--- src/rtl/box_filter_param.sv ---
// box_filter_param: raster-scan box filter with edge clamping
// and an optional adaptive-threshold output stage.
module box_filter_param #(
    parameter int WIDTH_BITS  = 8,
    parameter int HEIGHT_BITS = 8,
    parameter int RADIUS      = 1
) (
    input  logic                   clock,
    input  logic                   reset,
    input  logic                   iStart,
    input  logic                   iMode,
    input  logic [7:0]             iOffset,
    output logic [WIDTH_BITS-1:0]  oImageCol,
    output logic [HEIGHT_BITS-1:0] oImageRow,
    input  logic [7:0]             iImageData,
    output logic [WIDTH_BITS-1:0]  oResultCol,
    output logic [HEIGHT_BITS-1:0] oResultRow,
    output logic [7:0]             oResultData,
    output logic                   oResultWren,
    output logic                   busy,
    output logic                   finished
);

    localparam int N     = 2 * RADIUS + 1;
    localparam int NSQ   = N * N;
    localparam int KW    = $clog2(N);
    localparam int ACC_W = 8 + $clog2(NSQ);
    localparam int RECIP = (65536 + NSQ - 1) / NSQ;
    localparam int PW    = ACC_W + 17;
    localparam int CW    = WIDTH_BITS + 5;
    localparam int RW    = HEIGHT_BITS + 5;

    localparam logic [KW-1:0] K_LAST = KW'(N - 1);
    localparam logic [KW-1:0] K_MID  = KW'(RADIUS);

    typedef enum logic [2:0] {
        IDLE,
        READ,
        DRAIN,
        WRITE,
        DONE
    } stateType;

    stateType state;
    stateType nextState;

    logic [WIDTH_BITS-1:0]  col;
    logic [HEIGHT_BITS-1:0] row;
    logic [KW-1:0]          kx;
    logic [KW-1:0]          ky;
    logic [ACC_W-1:0]       sum;
    logic [7:0]             centre;
    logic [7:0]             offset;
    logic                   mode;
    logic                   sampleValid;
    logic                   sampleCentre;

    logic [CW-1:0]          colWide;
    logic [RW-1:0]          rowWide;
    logic [WIDTH_BITS-1:0]  clampCol;
    logic [HEIGHT_BITS-1:0] clampRow;
    logic [PW-1:0]          prod;
    logic [PW-1:0]          meanWide;
    logic [7:0]             mean;
    logic [7:0]             thr;
    logic [7:0]             pixOut;

    wire kLast   = (kx == K_LAST) && (ky == K_LAST);
    wire lastPix = (&col) && (&row);

    // State register; reset aborts a run immediately
    always_ff @(posedge clock or negedge reset) begin
        if (!reset) state <= IDLE;
        else        state <= nextState;
    end

    // Next-state logic
    always_comb begin
        nextState = state;
        unique case (state)
            IDLE, DONE: if (iStart) nextState = READ;
            READ:       if (kLast) nextState = DRAIN;
            DRAIN:      nextState = WRITE;
            WRITE:      nextState = lastPix ? DONE : READ;
            default:    nextState = IDLE;
        endcase
    end

    // Scan counters, window accumulator and latched run settings
    always_ff @(posedge clock or negedge reset) begin
        if (!reset) begin
            col          <= '0;
            row          <= '0;
            kx           <= '0;
            ky           <= '0;
            sum          <= '0;
            centre       <= '0;
            offset       <= '0;
            mode         <= 1'b0;
            sampleValid  <= 1'b0;
            sampleCentre <= 1'b0;
        end else begin
            sampleValid  <= (state == READ);
            sampleCentre <= (state == READ) && (kx == K_MID) && (ky == K_MID);
            if (sampleValid) begin
                sum <= sum + ACC_W'(iImageData);
                if (sampleCentre) centre <= iImageData;
            end
            unique case (state)
                IDLE, DONE: begin
                    if (iStart) begin
                        mode   <= iMode;
                        offset <= iOffset;
                        col    <= '0;
                        row    <= '0;
                        kx     <= '0;
                        ky     <= '0;
                        sum    <= '0;
                    end
                end
                READ: begin
                    if (kx == K_LAST) begin
                        kx <= '0;
                        ky <= (ky == K_LAST) ? '0 : ky + 1'b1;
                    end else begin
                        kx <= kx + 1'b1;
                    end
                end
                WRITE: begin
                    sum <= '0;
                    col <= col + 1'b1;
                    if (&col) row <= row + 1'b1;
                end
                default: ;
            endcase
        end
    end

    // Window address with edge replication, mean and threshold datapath
    always_comb begin
        colWide = {5'b0, col} + CW'(kx) - CW'(RADIUS);
        rowWide = {5'b0, row} + RW'(ky) - RW'(RADIUS);
        if (colWide[CW-1])                   clampCol = '0;
        else if (|colWide[CW-2:WIDTH_BITS])  clampCol = '1;
        else                                 clampCol = colWide[WIDTH_BITS-1:0];
        if (rowWide[RW-1])                   clampRow = '0;
        else if (|rowWide[RW-2:HEIGHT_BITS]) clampRow = '1;
        else                                 clampRow = rowWide[HEIGHT_BITS-1:0];
        prod     = PW'(sum) * PW'(RECIP);
        meanWide = prod >> 16;
        mean     = (|meanWide[PW-1:8]) ? 8'hFF : meanWide[7:0];
        thr      = (mean > offset) ? mean - offset : 8'd0;
        pixOut   = mode ? ((centre > thr) ? 8'hFF : 8'h00) : mean;
    end

    // Port drive; addresses and data are zero outside their active states
    always_comb begin
        oImageCol   = '0;
        oImageRow   = '0;
        oResultData = '0;
        if (state == READ) begin
            oImageCol = clampCol;
            oImageRow = clampRow;
        end
        if (state == WRITE) oResultData = pixOut;
        oResultWren = (state == WRITE);
        oResultCol  = col;
        oResultRow  = row;
        busy        = (state == READ) || (state == DRAIN) || (state == WRITE);
        finished    = (state == DONE);
    end

endmodule

--- config.mk ---
export PLATFORM = sky130hd
export DESIGN_NAME = box_filter_param
export DESIGN_NICKNAME = d
export VERILOG_FILES = /design/src/rtl/box_filter_param.sv
export SDC_FILE = /design/constraint.sdc
export NUM_CORES = 1
export LEC_CHECK = 0
export BUFFER_PORTS_ARGS = -buffer_cell sky130_fd_sc_hd__buf_2
export CORE_ASPECT_RATIO = 1.5
export CORE_MARGIN = 2
export CORE_UTILIZATION = 60
export CTS_BUF_LIST = sky130_fd_sc_hd__clkbuf_2 sky130_fd_sc_hd__clkbuf_4 sky130_fd_sc_hd__clkbuf_8
export DETAILED_ROUTE_END_ITERATION = 10
export PLACE_DENSITY = 0.9
export SLEW_MARGIN = 10
export SYNTH_ARGS = -nofsm -noshare
export SYNTH_HDL_FRONTEND = slang
export SYNTH_SLANG_ARGS = --single-unit
--- constraint.sdc ---
create_clock -name clock -period 11.8 [get_ports clock]
set_clock_uncertainty 0.05 [all_clocks]
set_input_delay 2.36 -clock clock [delete_from_list [all_inputs] [get_ports clock]]
set_output_delay 2.36 -clock clock [all_outputs]
set_load 0.02 [all_outputs]
# Word level (Yosys, flattened, before mapping)
# Index checks and enable logic that the tools add are counted.
# word_totals
in_bits	20
output_inout_bits	43
register_bits	54
# classes
muxes	28
add_sub_neg	10
eq_ne	12
reduce_logical	21
n_mul	1
magnitude_cmp	2
# op_table
cell	count
$mux W8	13
$pmux W8 S2	2
$mul A12 B12 Y24 const B	1
$mux W12	2
$pmux W12 S2	1
$sub A9 B1 Y10 const B	2
$add A8 B2 Y9	2
$add A8 B1 Y8 const B	2
$gt A8 B8 Y1	2
$reduce_and A8 Y1	2
$add A12 B8 Y12	1
$pmux W3 S4	1
$reduce_and A2 Y1	5
$mux W3	3
$mux W2	4
$pmux W2 S2	2
$reduce_or A4 Y1	2
$sub A8 B8 Y8	1
$eq A3 B2 Y1 const B	2
$ne A2 B2 Y1 const B	3
$reduce_and A3 Y1	2
$add A2 B1 Y2 const B	2
$eq A2 B1 Y1 const B	2
$eq A2 B2 Y1 const B	2
8 further kinds	13

# Longest topological paths before layout
# Gate-level depths: netlist of run 1.
# depth
depth_word	8
depth_mapped	35
ltp_nobuf	35

# Worst setup path after synthesis of run 1
# OpenSTA, ideal clock, no wires.
# synth_path
kind	register -> output
start	register sum[9]
end	output oResultData[0]
arrival_time_ns	7.432
required_ns	9.390
stages_incl_launch_ff	33
setup_slack_ns	1.958
cell_sequence	dfrtp_1 inv_1 fa_1 inv_1 ha_1 inv_1 fa_1 fa_1 fa_1 inv_1 ha_1 a211oi_2 nor2_1 or4b_4 a311o_1 xnor2_1 nand2_1 ha_1 a21oi_1 o21bai_1 a21oi_1 nor2b_1 o21ai_0 a21oi_1 nand2_1 ha_1 nor2b_1 o21ai_0 nand2b_1 a21oi_1 o2111ai_1 o311ai_1 a21oi_1
# synth_between
elab_chain_len	8
elab_cells_between_ends	9
# synth_lines
item	line_no	rtl
from (decl)	51	logic [ACC_W-1:0] sum;
from (signal assigned)	106	sum <= sum + ACC_W'(iImageData);
$mul A12 B12 Y24 (*)	149	prod = PW'(sum) * PW'(RECIP);
$mux W8 (*)	151	mean = (|meanWide[PW-1:8]) ? 8'hFF : meanWide[7:0];
$sub A8 B8 Y8 / $gt A8 B8 Y1 (equally long branches)	152	thr = (mean > offset) ? mean - offset : 8'd0;
$mux W8	152	
$gt A8 B8 Y1	153	pixOut = mode ? ((centre > thr) ? 8'hFF : 8'h00) : mean;
$mux W8	153	
$mux W8 (*)	153	
$mux W8 (*)	165	if (state == WRITE) oResultData = pixOut;
to (decl)	18	output logic [7:0] oResultData,
# Mark *: on every way between the ends. The rest lies on a longest branch, timed or not.

# Worst setup path after layout of run 1
# layout_path
start	register sum[8]
end	output oResultData[0]
# Same word-level chain as after synthesis.

==> results of run 1 <==
==> cells by family after synthesis <==
| logic type | count (synthesis) | share of synthesized area (%) |
|---|---|---|
| multiplexers | 16 | 2.78 |
| AND/OR/NAND/NOR | 160 | 12.1 |
| adder cells (fa/ha/maj) | 161 | 35.7 |
| XOR/XNOR | 46 | 6.50 |
| flip-flops | 54 | 21.4 |
| AO/OA/AOI/OAI | 137 | 14.3 |
| buffers and inverters | 121 | 7.20 |
==> worst max-delay path: cells and delay by family (launching register included) <==
kind                       cells  cell delay (ns)
buffers and inverters          6             0.60
adders and majority gates      9             3.45
DFF                            1             0.49
and+or+nand+nor                5             0.74
xor gates and xnor gates       1             0.13
AOI/OAI and AO/OA             11             2.99
==> sequential cells by signal, indices dropped and copies added (netlist names) <==
name and flops:
centre 8, kx 2, ky 2, mode 1
oResultCol 8, oResultRow 8, offset 8, sampleCentre 1
sampleValid 1, state 3, sum 12
==> stage by stage <==
step | util (%) | hold WS [ns] | std cells
3_3_place_gp | 66.6 | 0.426 | 894
6_report | 67.8 | 0.464 | 902
4_1_cts | 67.8 | 0.460 | 902
5_1_grt | 67.8 | 0.473 | 902
3_5_place_dp | 66.6 | 0.440 | 894
2_1_floorplan | - | 0.401 | 695
==> per-layer routing <==
layer,vias to the layer above,track usage [%]
met5,-,0
met4,0,18.1
met3,66,2.68
met2,173,52.9
met1,2563,29.4
li1,2488,-
==> final cells by class <==
type,instances,area [sq um]
clock buffers,6,82.6
well taps,141,176
fillers,772,3280
flip-flops and latches,54,1350
inverters,116,435
clock inverters,2,38.8
repair buffers,63,318
multi-input cells,520,4510
==> path summary, 6_finish.rpt <==
kind / slack, ns / startpoint / to / depth (start not counted)
max: 0.65 / sum[8] / oResultData[0] / 32
min: 0.46 / kx[1] / sampleCentre / 1
max reg2reg: 9.14 / sum[0] / sum[10] / 9
min reg2reg: 0.46 / kx[1] / sampleCentre / 1
max in group asynchronous: 9.16 / reset / offset[0] / 2
min in group asynchronous: 2.09 / reset / oResultCol[5] / 2
==> Yosys cell counts, drive strengths merged, types with 10 or more instances <==
library cell	number
nor2b	13
nand3	21
xnor2	29
inv	116
ha	129
a21o	18
xor2	17
nor2	40
nand4	10
a21oi	54
dfrtp	54
nand2	44
fa	32
o21ai	26
==> flow_summary_export.csv, run 1 <==
group,metric,value,unit
routing,top_layer,"met4",
layout,n_antenna_cell,0,
grt,grt_pass1_vias,5636,
critical_path,worstPathArrival,8.74,ns
sta,slew_violations,0,
sta,min_period,11.15,ns
logic_synthesis,ys_async_sr_fraction,100,%
logic_synthesis,synthFlopType,"dfrtp_1",
status,status,"finished, final reports clean",
sta,period_share,94.5,%
grt,grt_pass1_wl,25400,um
floorplan,ios,63,
grt,antenna_found_initial,0,
critical_path,cp_data_required_time,9.39,ns
sta,rsz0062_at_grt,"false",
routing,met3_wirelength,541,um
place,place.gp.congestion,0.944,
routing,totalWireLength,15200,um
layout,final_common_cell,"ha_1",
routing,drtIter0Drc,236,
routing,viasPerCell,5.86,
min_path,holdCritPathClass,"reg -> reg",
grt,grt.total_usage,28.3,%
logic_synthesis,yosys_warnings,0,
routing,drtAntennaViolNets,0,
logic_synthesis,syn_inst,695,
place,hpwl,12400,um
critical_path,cp_max_fo,8,
clock_network,cts_sinks,54,
floorplan,die_h,130,um
floorplan,start_util,61.9,%
routing,remaining_drc_errors,0,
routing,wl_per_cell,16.8,um
clock_network,root_buffer,"clkbuf_8",
floorplan,coreArea,0.0102,sq mm
clock_network,clock_insertion_delay_worst_skew,0.32,ns
sta,relSlewSlack,28.1,%
layout,syn_to_final_growth,9.46,%
sta,tightest_slew,1.06,ns
sta,setup_ws,0.648,ns
routing,routed-via-count,5290,
logic_synthesis,synth_top_cells_by_area,"ha_1, dfrtp_1, fa_1",
clock_network,clkTransAtPathRegs,0.10,ns
routing,first_pass_iters,4,
logic_synthesis,ys_seq_elements,54,
floorplan,die_area,0.0114,sq mm
critical_path,cp-end-kind,"primary output",
layout,drive_above_1_share,12.6,%
grt,overflow,0,
clock_network,cts_tree,"built",
logic_synthesis,syn_nets,876,
sta,hold_violations,0,
logic_synthesis,synth_top_area_share,25.6,%
grt,grt_max_degree,55,
logic_synthesis,ys_seq_area_share,21.4,%
clock_network,cts_inserted_buffers,5,
place,place_area,0.00679,sq mm
critical_path,cp_slowest_cell,"o311ai_1",
sta,fin_setup_tns,0,ns
logic_synthesis,syn_area,0.00631,sq mm
logic_synthesis,synth.largest_area_cell,"ha_1",
routing,wl_met2,8240,um
logic_synthesis,avgSynthCellArea,9.08,sq um
layout,layout_common_cells,"ha_1, inv_1, buf_2",
critical_path,cpPeakStageDelay,0.92,ns
floorplan,rows,45,
routing,m1WireLength,5430,um
sta,max_freq,0.0897,GHz
place,post-place-ws,1.12,ns
floorplan,die-width,87.7,um
logic_synthesis,ys_types,58,
logic_synthesis,synth_edf_count,0,
flow_run,maxCapViolations,0,
clock_network,cts_setup_buffers,0,
clock_network,clockBufferDepth,2,
clock_network,ctsHoldBuffers,0,
place,io_buffers,62,
layout,fin_area,0.00691,sq mm
sta,setup_violations,0,
critical_path,worstSetupPathType,"reg -> out",
layout,nets,941,
clock_network,htreeDepth,2,
critical_path,cp-start-kind,"flip-flop",
clock_network,cts_resized,0,
Power of run 1 is not shown: default switching activity piles up to over one toggle a cycle in this logic, so the estimate is an artifact.
==> run 2: changes to the inputs <==
--- a/config.mk
+++ b/config.mk
@@ -8,10 +8,10 @@
 export BUFFER_PORTS_ARGS = -buffer_cell sky130_fd_sc_hd__buf_2
 export CORE_ASPECT_RATIO = 1.5
 export CORE_MARGIN = 2
-export CORE_UTILIZATION = 60
+export CORE_UTILIZATION = 56
 export CTS_BUF_LIST = sky130_fd_sc_hd__clkbuf_2 sky130_fd_sc_hd__clkbuf_4 sky130_fd_sc_hd__clkbuf_8
 export DETAILED_ROUTE_END_ITERATION = 10
-export PLACE_DENSITY = 0.9
+export PLACE_DENSITY = 0.88
 export SLEW_MARGIN = 10
 export SYNTH_ARGS = -nofsm -noshare
 export SYNTH_HDL_FRONTEND = slang
==> constraint.sdc (replaced) <==
create_clock -name clock -period 10.2 [get_ports clock]
set_clock_uncertainty 0.05 [all_clocks]
set_input_delay 2.04 -clock clock [delete_from_list [all_inputs] [get_ports clock]]
set_output_delay 2.04 -clock clock [all_outputs]
set_load 0.02 [all_outputs]
==> flow_summary_export.csv, run 2 (synthesized netlist as in run 1, its figures left out) <==
group,metric,value,unit
grt,grt_pass1_vias,5350,
status,status,"finished, final reports clean",
grt,grt_pass1_wl,23700,um
clock_network,clockBufferDepth,2,
critical_path,r2r-start,"sum[0]",
routing,drtIter0Drc,238,
critical_path,r2r_setup_slack,7.53,ns
place,io_buffers,62,
floorplan,die-width,90.7,um
critical_path,worstPathArrival,7.85,ns
layout,layout_common_cells,"ha_1, inv_1, buf_2",
critical_path,cp_slowest_cell,"fa_1",
critical_path,worst_r2r_path_depth,10,
clock_network,cts_tree,"built",
min_path,holdCritPathClass,"reg -> reg",
critical_path,cp_data_required_time,8.11,ns
floorplan,start_util,57.4,%
layout,syn_to_final_growth,14.0,%
sta,max_freq,0.101,GHz
grt,use_met2,47.0,%
layout,instances_no_fill,928,
sta,min_period,9.94,ns
critical_path,cpPeakStageDelay,0.55,ns
routing,routed-via-count,5277,
clock_network,cts_inserted_buffers,5,
critical_path,cp-start-kind,"flip-flop",
critical_path,cp_max_fo,8,
layout,n_antenna_cell,0,
critical_path,cp-end-kind,"primary output",
clock_network,clkTransAtPathRegs,0.11,ns
layout,largest_reg_flops,12,
clock_network,htreeDepth,2,
min_path,min_to,"sampleCentre",
layout,drive_above_1_share,17.9,%
floorplan,ios,63,
place,hpwl,11900,um
grt,use_met3,1.63,%
layout,largest-register,"sum",
floorplan,rows,47,
layout,nets,961,
grt,grt_most_used_layer,"met2",
min_path,holdCritStartpoint,"kx[1]",
routing,remaining_drc_errors,0,
clock_network,cts_sinks,54,
routing,first_pass_iters,4,
routing,viasPerCell,5.69,
layout,final_common_cell,"ha_1",
routing,wl_per_cell,16.2,um
place,place.gp.congestion,0.973,
critical_path,r2r_end,"sum[10]",
min_path,hold_depth,1,
sta,tightest_slew,1.04,ns
routing,drtAntennaViolNets,0,
layout,seq_area,0.00136,sq mm
floorplan,die_h,134,um
grt,use_met1,24.7,%
grt,grt_max_degree,55,
sta,slew_violations,0,
floorplan,coreArea,0.0110,sq mm
routing,totalWireLength,15000,um
clock_network,root_buffer,"clkbuf_8",
floorplan,die_area,0.0122,sq mm
grt,grt.total_usage,23.9,%
critical_path,worstSetupPathType,"reg -> out",
flow_run,maxCapViolations,0,
sta,period_share,97.5,%
grt,overflow,0,
layout,fillers,840,
sta,relSlewSlack,30.6,%
clock_network,clock_insertion_delay_worst_skew,0.32,ns
place,dp.cells,903,
layout,multi_input_area,0.00463,sq mm
sta,setup_violations,0,
sta,hold_violations,0,
grt,antenna_found_initial,0,
==> run 2: worst max-delay path by stage <==
stage	startpoint	endpoint	depth (start not counted)
5_1_grt	sum[5]	oResultData[5]	37
2_1_floorplan	sum[9]	oResultData[0]	32
3_3_place_gp	sum[7]	oResultData[1]	29
6_report	sum[7]	oResultData[5]	32
4_1_cts	sum[7]	oResultData[4]	33
3_5_place_dp	sum[7]	oResultData[4]	29
==> run 2: routing by layer <==
metal | part of all wire [%] | up-vias | wire [um]
met2 | 56 | 146 | 8390
met1 | 37 | 2563 | 5560
li1 | - | 2521 | -
met5 | 0 | - | 0
met4 | 4.3 | 0 | 650
met3 | 2.9 | 47 | 437
==> run 2: area by class of cell <==
class                      instances  area share, %
timing repair buffer              83           6.57
inverter                         116           6.05
multi-input combinational        520           64.4
tap                              147           2.56
clock buffer                       5          0.957
sequential                        54           18.9
clock inverter                     3          0.626
==> run 2: timing repair <==
item                                    CTS  global route
hold endpoints to repair                  0             0
endpoints found under the setup margin    8             8
setup buffers                             2            15
gates resized for setup                   4            29
hold buffers                              0             0
pin swaps                                 2            11
==> run 2: critical path: cells and delay by family (launching register included) <==
family | cells | cell delay [ns]
compound gates | 10 | 1.81
xor+xnor | 2 | 0.41
flops | 1 | 0.38
simple gates | 7 | 1.28
buf+inv | 5 | 0.41
fa+ha+maj | 8 | 3.24
==> run 2: per-stage QoR <==
step / hold WS, ns / util (%) / cell area, sq um / setup TNS, ns / worst slack [ns]
2_1_floorplan: 0.401 / - / 6310 / 0 / 0.678
3_3_place_gp: 0.428 / 62.0 / 6820 / 0 / 0.210
3_5_place_dp: 0.434 / 62.0 / 6820 / -0.420 / -0.0673
4_1_cts: 0.455 / 63.4 / 6970 / 0 / 0.0277
5_1_grt: 0.489 / 65.4 / 7190 / -0.437 / -0.0921
6_report: 0.452 / 65.4 / 7190 / 0 / 0.259
Power of run 2 is left out for the same reason.
